$ cat config.mk
export PLATFORM = sky130hd
export DESIGN_NAME = output_neuron
export DESIGN_NICKNAME = d
export VERILOG_FILES = /design/src/rtl/nn_pkg.sv /design/src/rtl/fx_mac.sv /design/src/rtl/output_neuron.sv
export SDC_FILE = /design/constraint.sdc
export NUM_CORES = 2
export LEC_CHECK = 0
export ABC_AREA = 1
export CORE_MARGIN = 4
export CORE_UTILIZATION = 50
export DETAILED_ROUTE_END_ITERATION = 10
export HOLD_SLACK_MARGIN = 0.12
export PLACE_DENSITY_LB_ADDON = 0.12
export SETUP_SLACK_MARGIN = 0.1
export SYNTH_ARGS = -nofsm -noshare
export SYNTH_HDL_FRONTEND = slang
export SYNTH_SLANG_ARGS = --single-unit
$ cat constraint.sdc
create_clock -name clk -period 55.5 [get_ports clk]
set_input_delay 16.65 -clock clk [delete_from_list [all_inputs] [get_ports clk]]
set_output_delay 16.65 -clock clk [all_outputs]
set_load 0.005 [all_outputs]
$ cat src/rtl/nn_pkg.sv
// Shared fixed-point types and saturating arithmetic for the output-layer neuron.
// Values are two's-complement Q(BITS-FRAC).FRAC; products are floored, then clamped.
package nn_pkg;
    localparam int BITS = 16;
    localparam int FRAC = 8;
    localparam int WIDE = 2 * BITS;

    localparam logic signed [BITS-1:0] MAX_Q = 16'sh7FFF;
    localparam logic signed [BITS-1:0] MIN_Q = 16'sh8000;

    typedef enum logic [2:0] {
        ST_IDLE = 3'd0,
        ST_FWD  = 3'd1,
        ST_BIAS = 3'd2,
        ST_DZ   = 3'd3,
        ST_UPD  = 3'd4
    } state_e;

    function automatic logic signed [WIDE+1:0] fx_sext(input logic signed [BITS-1:0] a);
        return {{(WIDE+2-BITS){a[BITS-1]}}, a};
    endfunction

    function automatic logic signed [BITS-1:0] fx_sat(input logic signed [WIDE+1:0] v);
        logic signed [WIDE+1:0] hi;
        logic signed [WIDE+1:0] lo;
        hi = fx_sext(MAX_Q);
        lo = fx_sext(MIN_Q);
        if (v > hi) begin
            return MAX_Q;
        end else if (v < lo) begin
            return MIN_Q;
        end else begin
            return v[BITS-1:0];
        end
    endfunction

    // Arithmetic right shift floors toward minus infinity, as the datapath requires.
    function automatic logic signed [BITS-1:0] fx_mul_sat(input logic signed [BITS-1:0] a,
                                                          input logic signed [BITS-1:0] b);
        logic signed [WIDE-1:0] ae;
        logic signed [WIDE-1:0] be;
        logic signed [WIDE-1:0] p;
        logic signed [WIDE-1:0] ps;
        ae = {{BITS{a[BITS-1]}}, a};
        be = {{BITS{b[BITS-1]}}, b};
        p  = ae * be;
        ps = p >>> FRAC;
        return fx_sat({{2{ps[WIDE-1]}}, ps});
    endfunction

    function automatic logic signed [BITS-1:0] fx_add_sat(input logic signed [BITS-1:0] a,
                                                          input logic signed [BITS-1:0] b);
        return fx_sat(fx_sext(a) + fx_sext(b));
    endfunction
endpackage

$ cat src/rtl/fx_mac.sv
// Single saturating fixed-point multiplier with a full-width accumulate of its product.
// The accumulate path never clamps; the caller saturates when it commits a result.
module fx_mac
    import nn_pkg::*;
(
    input  logic signed [BITS-1:0] a_i,
    input  logic signed [BITS-1:0] b_i,
    input  logic signed [WIDE-1:0] acc_i,
    output logic signed [BITS-1:0] prod_o,
    output logic signed [WIDE-1:0] acc_o
);
    // Multiply, clamp to BITS, then sign-extend into the wide accumulator.
    always_comb begin
        prod_o = fx_mul_sat(a_i, b_i);
        acc_o  = acc_i + {{(WIDE-BITS){prod_o[BITS-1]}}, prod_o};
    end
endmodule

$ cat src/rtl/output_neuron.sv
// Linear output neuron: sequential MAC forward pass, output error, and in-place SGD
// update of its own weights and bias, one product per cycle, with a start/done handshake.
module output_neuron
    import nn_pkg::*;
#(
    parameter int N = 6
) (
    input  logic                   clk,
    input  logic                   rst,
    input  logic                   start_fp,
    input  logic                   start_bp,
    input  logic                   load_w,
    input  logic [N-1:0][BITS-1:0] x,
    input  logic [N-1:0][BITS-1:0] w_init,
    input  logic [BITS-1:0]        b_init,
    input  logic [BITS-1:0]        target,
    input  logic [BITS-1:0]        lr,
    output logic [BITS-1:0]        y,
    output logic [BITS-1:0]        dz_out,
    output logic [N-1:0][BITS-1:0] w_out,
    output logic                   busy,
    output logic                   done
);
    localparam int IW = $clog2(N + 1);
    localparam logic [IW-1:0] IDX_ZERO = IW'(32'd0);
    localparam logic [IW-1:0] IDX_ONE  = IW'(32'd1);
    localparam logic [IW-1:0] IDX_LAST = IW'(N - 1);
    localparam logic [IW-1:0] IDX_END  = IW'(N);

    state_e                 state_q, state_d;
    logic [IW-1:0]          idx_q, idx_d;
    logic signed [WIDE-1:0] acc_q, acc_d;
    logic [N-1:0][BITS-1:0] x_q, x_d, w_q, w_d, w_out_q, w_out_d;
    logic signed [BITS-1:0] bias_q, bias_d, target_q, target_d, lr_q, lr_d;
    logic signed [BITS-1:0] y_q, y_d, dz_q, dz_d;
    logic                   done_q, done_d;

    logic [IW-1:0]          sel_s;
    logic signed [BITS-1:0] mac_a_s, mac_b_s, prod_s;
    logic signed [WIDE-1:0] mac_sum_s;

    // The index reaches N only on the final bias step of UPD; keep array selects in range.
    assign sel_s = (idx_q != IDX_END) ? idx_q : IDX_ZERO;

    fx_mac u_mac (
        .a_i    (mac_a_s),
        .b_i    (mac_b_s),
        .acc_i  (acc_q),
        .prod_o (prod_s),
        .acc_o  (mac_sum_s)
    );

    // Multiplier operand select: x*w in FWD, dz*x per weight in UPD, then lr*dz for the bias.
    always_comb begin
        mac_a_s = {BITS{1'b0}};
        mac_b_s = {BITS{1'b0}};
        case (state_q)
            ST_FWD: begin
                mac_a_s = x_q[sel_s];
                mac_b_s = w_q[sel_s];
            end
            ST_UPD: begin
                if (idx_q != IDX_END) begin
                    mac_a_s = dz_q;
                    mac_b_s = x_q[sel_s];
                end else begin
                    mac_a_s = lr_q;
                    mac_b_s = dz_q;
                end
            end
            default: begin
                mac_a_s = {BITS{1'b0}};
                mac_b_s = {BITS{1'b0}};
            end
        endcase
    end

    // Next-state and datapath updates.
    always_comb begin
        state_d  = state_q;
        idx_d    = idx_q;
        acc_d    = acc_q;
        x_d      = x_q;
        w_d      = w_q;
        bias_d   = bias_q;
        target_d = target_q;
        lr_d     = lr_q;
        y_d      = y_q;
        dz_d     = dz_q;
        w_out_d  = w_out_q;
        done_d   = 1'b0;
        case (state_q)
            ST_IDLE: begin
                if (load_w) begin
                    w_d    = w_init;
                    bias_d = b_init;
                end else begin
                    w_d    = w_q;
                end
                if (start_fp) begin
                    x_d     = x;
                    acc_d   = {WIDE{1'b0}};
                    idx_d   = IDX_ZERO;
                    state_d = ST_FWD;
                end else if (start_bp) begin
                    x_d      = x;
                    target_d = target;
                    lr_d     = lr;
                    state_d  = ST_DZ;
                end else begin
                    state_d = ST_IDLE;
                end
            end
            ST_FWD: begin
                acc_d = mac_sum_s;
                if (idx_q == IDX_LAST) begin
                    state_d = ST_BIAS;
                end else begin
                    idx_d = idx_q + IDX_ONE;
                end
            end
            ST_BIAS: begin
                y_d     = fx_sat({{2{acc_q[WIDE-1]}}, acc_q} + fx_sext(bias_q));
                done_d  = 1'b1;
                state_d = ST_IDLE;
            end
            ST_DZ: begin
                dz_d    = fx_sat(fx_sext(y_q) - fx_sext(target_q));
                w_out_d = w_q;
                idx_d   = IDX_ZERO;
                state_d = ST_UPD;
            end
            ST_UPD: begin
                if (idx_q != IDX_END) begin
                    w_d[sel_s] = fx_add_sat(w_q[sel_s], fx_mul_sat(lr_q, prod_s));
                    idx_d      = idx_q + IDX_ONE;
                end else begin
                    bias_d  = fx_add_sat(bias_q, prod_s);
                    done_d  = 1'b1;
                    state_d = ST_IDLE;
                end
            end
            default: begin
                state_d = ST_IDLE;
            end
        endcase
    end

    // State and datapath registers; reset discards any partially updated weight set.
    always_ff @(posedge clk or posedge rst) begin
        if (rst) begin
            state_q  <= ST_IDLE;
            idx_q    <= IDX_ZERO;
            acc_q    <= {WIDE{1'b0}};
            x_q      <= {(N*BITS){1'b0}};
            w_q      <= {(N*BITS){1'b0}};
            bias_q   <= {BITS{1'b0}};
            target_q <= {BITS{1'b0}};
            lr_q     <= {BITS{1'b0}};
            y_q      <= {BITS{1'b0}};
            dz_q     <= {BITS{1'b0}};
            w_out_q  <= {(N*BITS){1'b0}};
            done_q   <= 1'b0;
        end else begin
            state_q  <= state_d;
            idx_q    <= idx_d;
            acc_q    <= acc_d;
            x_q      <= x_d;
            w_q      <= w_d;
            bias_q   <= bias_d;
            target_q <= target_d;
            lr_q     <= lr_d;
            y_q      <= y_d;
            dz_q     <= dz_d;
            w_out_q  <= w_out_d;
            done_q   <= done_d;
        end
    end

    assign y      = y_q;
    assign dz_out = dz_q;
    assign w_out  = w_out_q;
    assign done   = done_q;
    assign busy   = (state_q != ST_IDLE);
endmodule
==> results.rst <==
.. list-table::
   :header-rows: 1

   * - Metric
     - Value
   * - Buffers from clock root to sink, at most
     - 3
   * - Number of nets in the layout
     - 6741
   * - Cell with the largest stage delay on the worst path
     - sky130_fd_sc_hd__o21ai_0
   * - Worst clock skew
     - 0.0173 ns
   * - Class of the most critical hold timing path
     - reg -> reg
   * - Cts-stage hold buffer count
     - 0
   * - Gp weighted congestion
     - 0.948
   * - Post-Synthesis Net Count
     - 6471
   * - Leading post-synthesis cells by instance count
     - sky130_fd_sc_hd__nand2_1, sky130_fd_sc_hd__inv_1, sky130_fd_sc_hd__fa_1
   * - Startpoint type of the worst setup path
     - flip-flop
   * - Share of synthesized flip-flops with an asynchronous set or reset
     - 100%
   * - Worst hold slack
     - 0.473 ns
   * - Aggregate global routing overflow
     - 0
   * - Endpoint type of the worst setup path
     - flip-flop
   * - Worst-case register-to-register setup slack
     - 33.26 ns
   * - Final Setup Violations
     - 0
   * - Mean number of vias per cell
     - 5.54
   * - Leading cell types by total area after synthesis
     - sky130_fd_sc_hd__fa_1, sky130_fd_sc_hd__dfrtp_1, sky130_fd_sc_hd__nand2_1
   * - Number of unique standard cell types used by synthesis
     - 58
   * - Clk Tree Root Cell
     - sky130_fd_sc_hd__clkbuf_16
   * - Area of the die
     - 92400 sq um
   * - Fraction of the cycle the final worst path needs
     - 40.1%
   * - Clk sinks
     - 407
   * - Number of filler instances in the final layout
     - 8036
   * - Worst min-delay path endpoint
     - w_out[43]
   * - Arrival time at the worst endpoint
     - 22.76 ns
   * - Post-CTS setup repair buffer count
     - 0
   * - Number of gates resized after CTS
     - 0
   * - Sequential cell area
     - 10200 sq um
   * - Slew Limit Fails
     - 0
   * - Top achievable clock speed
     - 45.0 MHz
   * - Sequential-to-total area share from yosys stat
     - 23.2%
   * - Number of enable flip-flop cells after synthesis
     - 0
   * - Top_reg_cell synth
     - sky130_fd_sc_hd__dfrtp_1
   * - Cells on worst reg2reg path
     - 76
   * - Pin count of the biggest net entering global routing
     - 159
   * - Max incr delay on CP
     - 1.09 ns
   * - Post-synthesis instance area
     - 43800 sq um
   * - Area of the multi-input gates
     - 28700 sq um
   * - Vertical extent of the die
     - 304 um
   * - Remaining antenna violation count
     - 0
   * - RSZ-0062 raised after global routing
     - false
   * - Data required time at the worst endpoint
     - 56.02 ns
   * - Yosys warns
     - 0
   * - Total CTS buffers
     - 44
   * - Clock latency on the worst-skew pair
     - 0.61 ns
   * - Starting Density
     - 50.4%
   * - Final HPWL from detailed placement
     - 121000 um
   * - Mean instance size in the synthesized netlist
     - 8.07 sq um
   * - Detailed-routing iteration count for the pre-antenna-repair pass
     - 7
   * - Wire length of the first global-routing pass
     - 236000 um
   * - Transition time at the pin with the least slew margin
     - 1.42 ns
   * - Iteration-0 DRC count of the detailed router
     - 3813
   * - Hold Crit Depth
     - 2
   * - Cell repeated most along the worst path
     - sky130_fd_sc_hd__fa_1
   * - Max_cap viols
     - 0
   * - Fraction of final layout cells with drive strength greater than 1
     - 5.44%
   * - Clock slew at reported path FFs
     - 0.07 ns
   * - Syn Inst Count
     - 5427
   * - Number of synthesized register bits
     - 407
   * - Largest area contributor in the netlist
     - sky130_fd_sc_hd__fa_1
   * - Cell with the most instances after synthesis
     - sky130_fd_sc_hd__nand2_1
   * - Core area
     - 86900 sq um
   * - Startpoint-to-endpoint class of the critical path
     - reg -> reg
   * - Outcome
     - completed
   * - Number of global-route vias before repair
     - 38600
   * - Antenna violations before repair
     - 17
   * - Yosys top cell area share
     - 24.1%
   * - Reg-to-reg startpoint
     - idx_q[0]
   * - Critical-path maximum fanout
     - 57
   * - Number of levels in the clock H-tree
     - 2
   * - Count of standard-cell rows
     - 108
   * - Average wire length per cell after detail routing
     - 22.1 um
   * - # port buffers
     - 374
   * - Clock tree from TritonCTS
     - yes
   * - Minimum clock period after layout
     - 22.24 ns
   * - Hold violation count in the final report
     - 0
   * - Total wire length after detailed routing
     - 153000 um
   * - Combined global-route utilization of all metal layers
     - 32.9%
   * - Accumulated negative setup slack
     - 0 ns
   * - Start point of the worst min-delay path
     - w_out[43]
   * - Launch point of the worst path
     - idx_q[0]
   * - Max-slew headroom
     - 4.23%
   * - Layout overhead on the synthesized area
     - 14.9%
   * - Overall via count from detail_route
     - 38200
   * - IO Count
     - 375
   * - Die width
     - 304 um
   * - Detailed-route DRC error count
     - 0
   * - Critical R2R Capture
     - w_q[10]
==> final cells by class <==
cell class | count | share of cell area, %
Sequential cell | 407 | 20.2
Clock inverter | 24 | 0.770
Multi-Input combinational cell | 3706 | 57.1
Inverter | 1105 | 8.27
Antenna cell | 14 | 0.0696
Tap cell | 1155 | 2.87
Timing Repair Buffer | 433 | 8.34
Clock buffer | 57 | 2.40
==> critical path: cells and delay by family, from the launching register on <==
kind,cells,cell delay [ns]
AO/OA/AOI/OAI,23,6.38
XOR/XNOR,1,0.20
adder cells (fa/ha/maj),17,8.18
buffers and inverters,14,2.34
flip-flops,1,0.72
AND/OR/NAND/NOR,21,4.23
==> kinds of logic (layout without fill, tap and decap cells) <==
group	after synthesis	in the layout	synth area share (%)
DFF	407	407	23.2
muxes	94	94	2.42
adders and majority gates	799	799	31.8
buffers and inverters	1314	1619	11.4
and+or+nand+nor	1816	1816	16.7
xor gates and xnor gates	134	134	2.72
AOI/OAI and AO/OA	863	863	11.7
other	0	14	0
==> per-stage QoR <==
stage | area [sq um] | util (%) | setup WS [ns] | std cells
after floorplan | 43800 | - | 27.53 | 5427
after global placement | 48700 | 56.1 | 34.39 | 6806
after detailed placement | 48700 | 56.1 | 33.76 | 6806
after CTS | 50300 | 57.9 | 33.67 | 6887
after global routing | 50300 | 57.9 | 31.77 | 6896
final | 50400 | 58.0 | 33.26 | 6901
==> metal layers <==
metal  up-vias  track usage [%]  part of all wire, %
met1     18800             45.8                   42
met3       323             6.81                  9.1
met4         8             12.1                  4.3
met2      1720             51.1                   45
li1      17400                -                    -
met5         -                0                0.034
==> flip-flops by register name, indices dropped and copies added (netlist names) <==
register  cells
acc_q        32
bias_q       16
done          1
dz_out       16
idx_q         3
lr_q         16
state_q       3
target_q     16
w_out        96
w_q          96
x_q          96
y            16
==> how the worst max path moves through the flow <==
stage | slack [ns] | endpoint | cells after the start
floorplan | 27.53 | acc_q[0] | 1
global placement | 34.39 | w_q[10] | 75
detailed placement | 33.76 | w_q[19] | 76
CTS | 33.67 | w_q[19] | 76
global route | 31.77 | w_q[10] | 77
finish | 33.26 | w_q[10] | 76
==> cell usage in the layout (no fill, tap or decap), types with 16 or more instances in the layout <==
| cell type | instances |
|---|---|
| sky130_fd_sc_hd__a21oi_1 | 295 |
| sky130_fd_sc_hd__o21ai_0 | 244 |
| sky130_fd_sc_hd__xor2_1 | 96 |
| sky130_fd_sc_hd__buf_4 | 58 |
| sky130_fd_sc_hd__nand3_1 | 129 |
| sky130_fd_sc_hd__nor2_1 | 392 |
| sky130_fd_sc_hd__clkbuf_16 | 44 |
| sky130_fd_sc_hd__clkdlybuf4s50_1 | 374 |
| sky130_fd_sc_hd__nand2_1 | 1165 |
| sky130_fd_sc_hd__or2_2 | 19 |
| sky130_fd_sc_hd__nor3_1 | 36 |
| sky130_fd_sc_hd__o211ai_1 | 37 |
| sky130_fd_sc_hd__inv_1 | 1087 |
| sky130_fd_sc_hd__xnor2_1 | 37 |
| sky130_fd_sc_hd__a31oi_1 | 71 |
| sky130_fd_sc_hd__mux2_2 | 94 |
| sky130_fd_sc_hd__fa_1 | 527 |
| sky130_fd_sc_hd__ha_1 | 272 |
| sky130_fd_sc_hd__o22ai_1 | 19 |
| sky130_fd_sc_hd__o21bai_1 | 36 |
| sky130_fd_sc_hd__a22oi_1 | 60 |
| sky130_fd_sc_hd__dfrtp_1 | 407 |
| sky130_fd_sc_hd__a32o_1 | 17 |
| sky130_fd_sc_hd__nand2_2 | 16 |
Power is left out: the tool's default activity adds up to more than one toggle a clock period on the data nets, which glitch-free logic cannot reach.
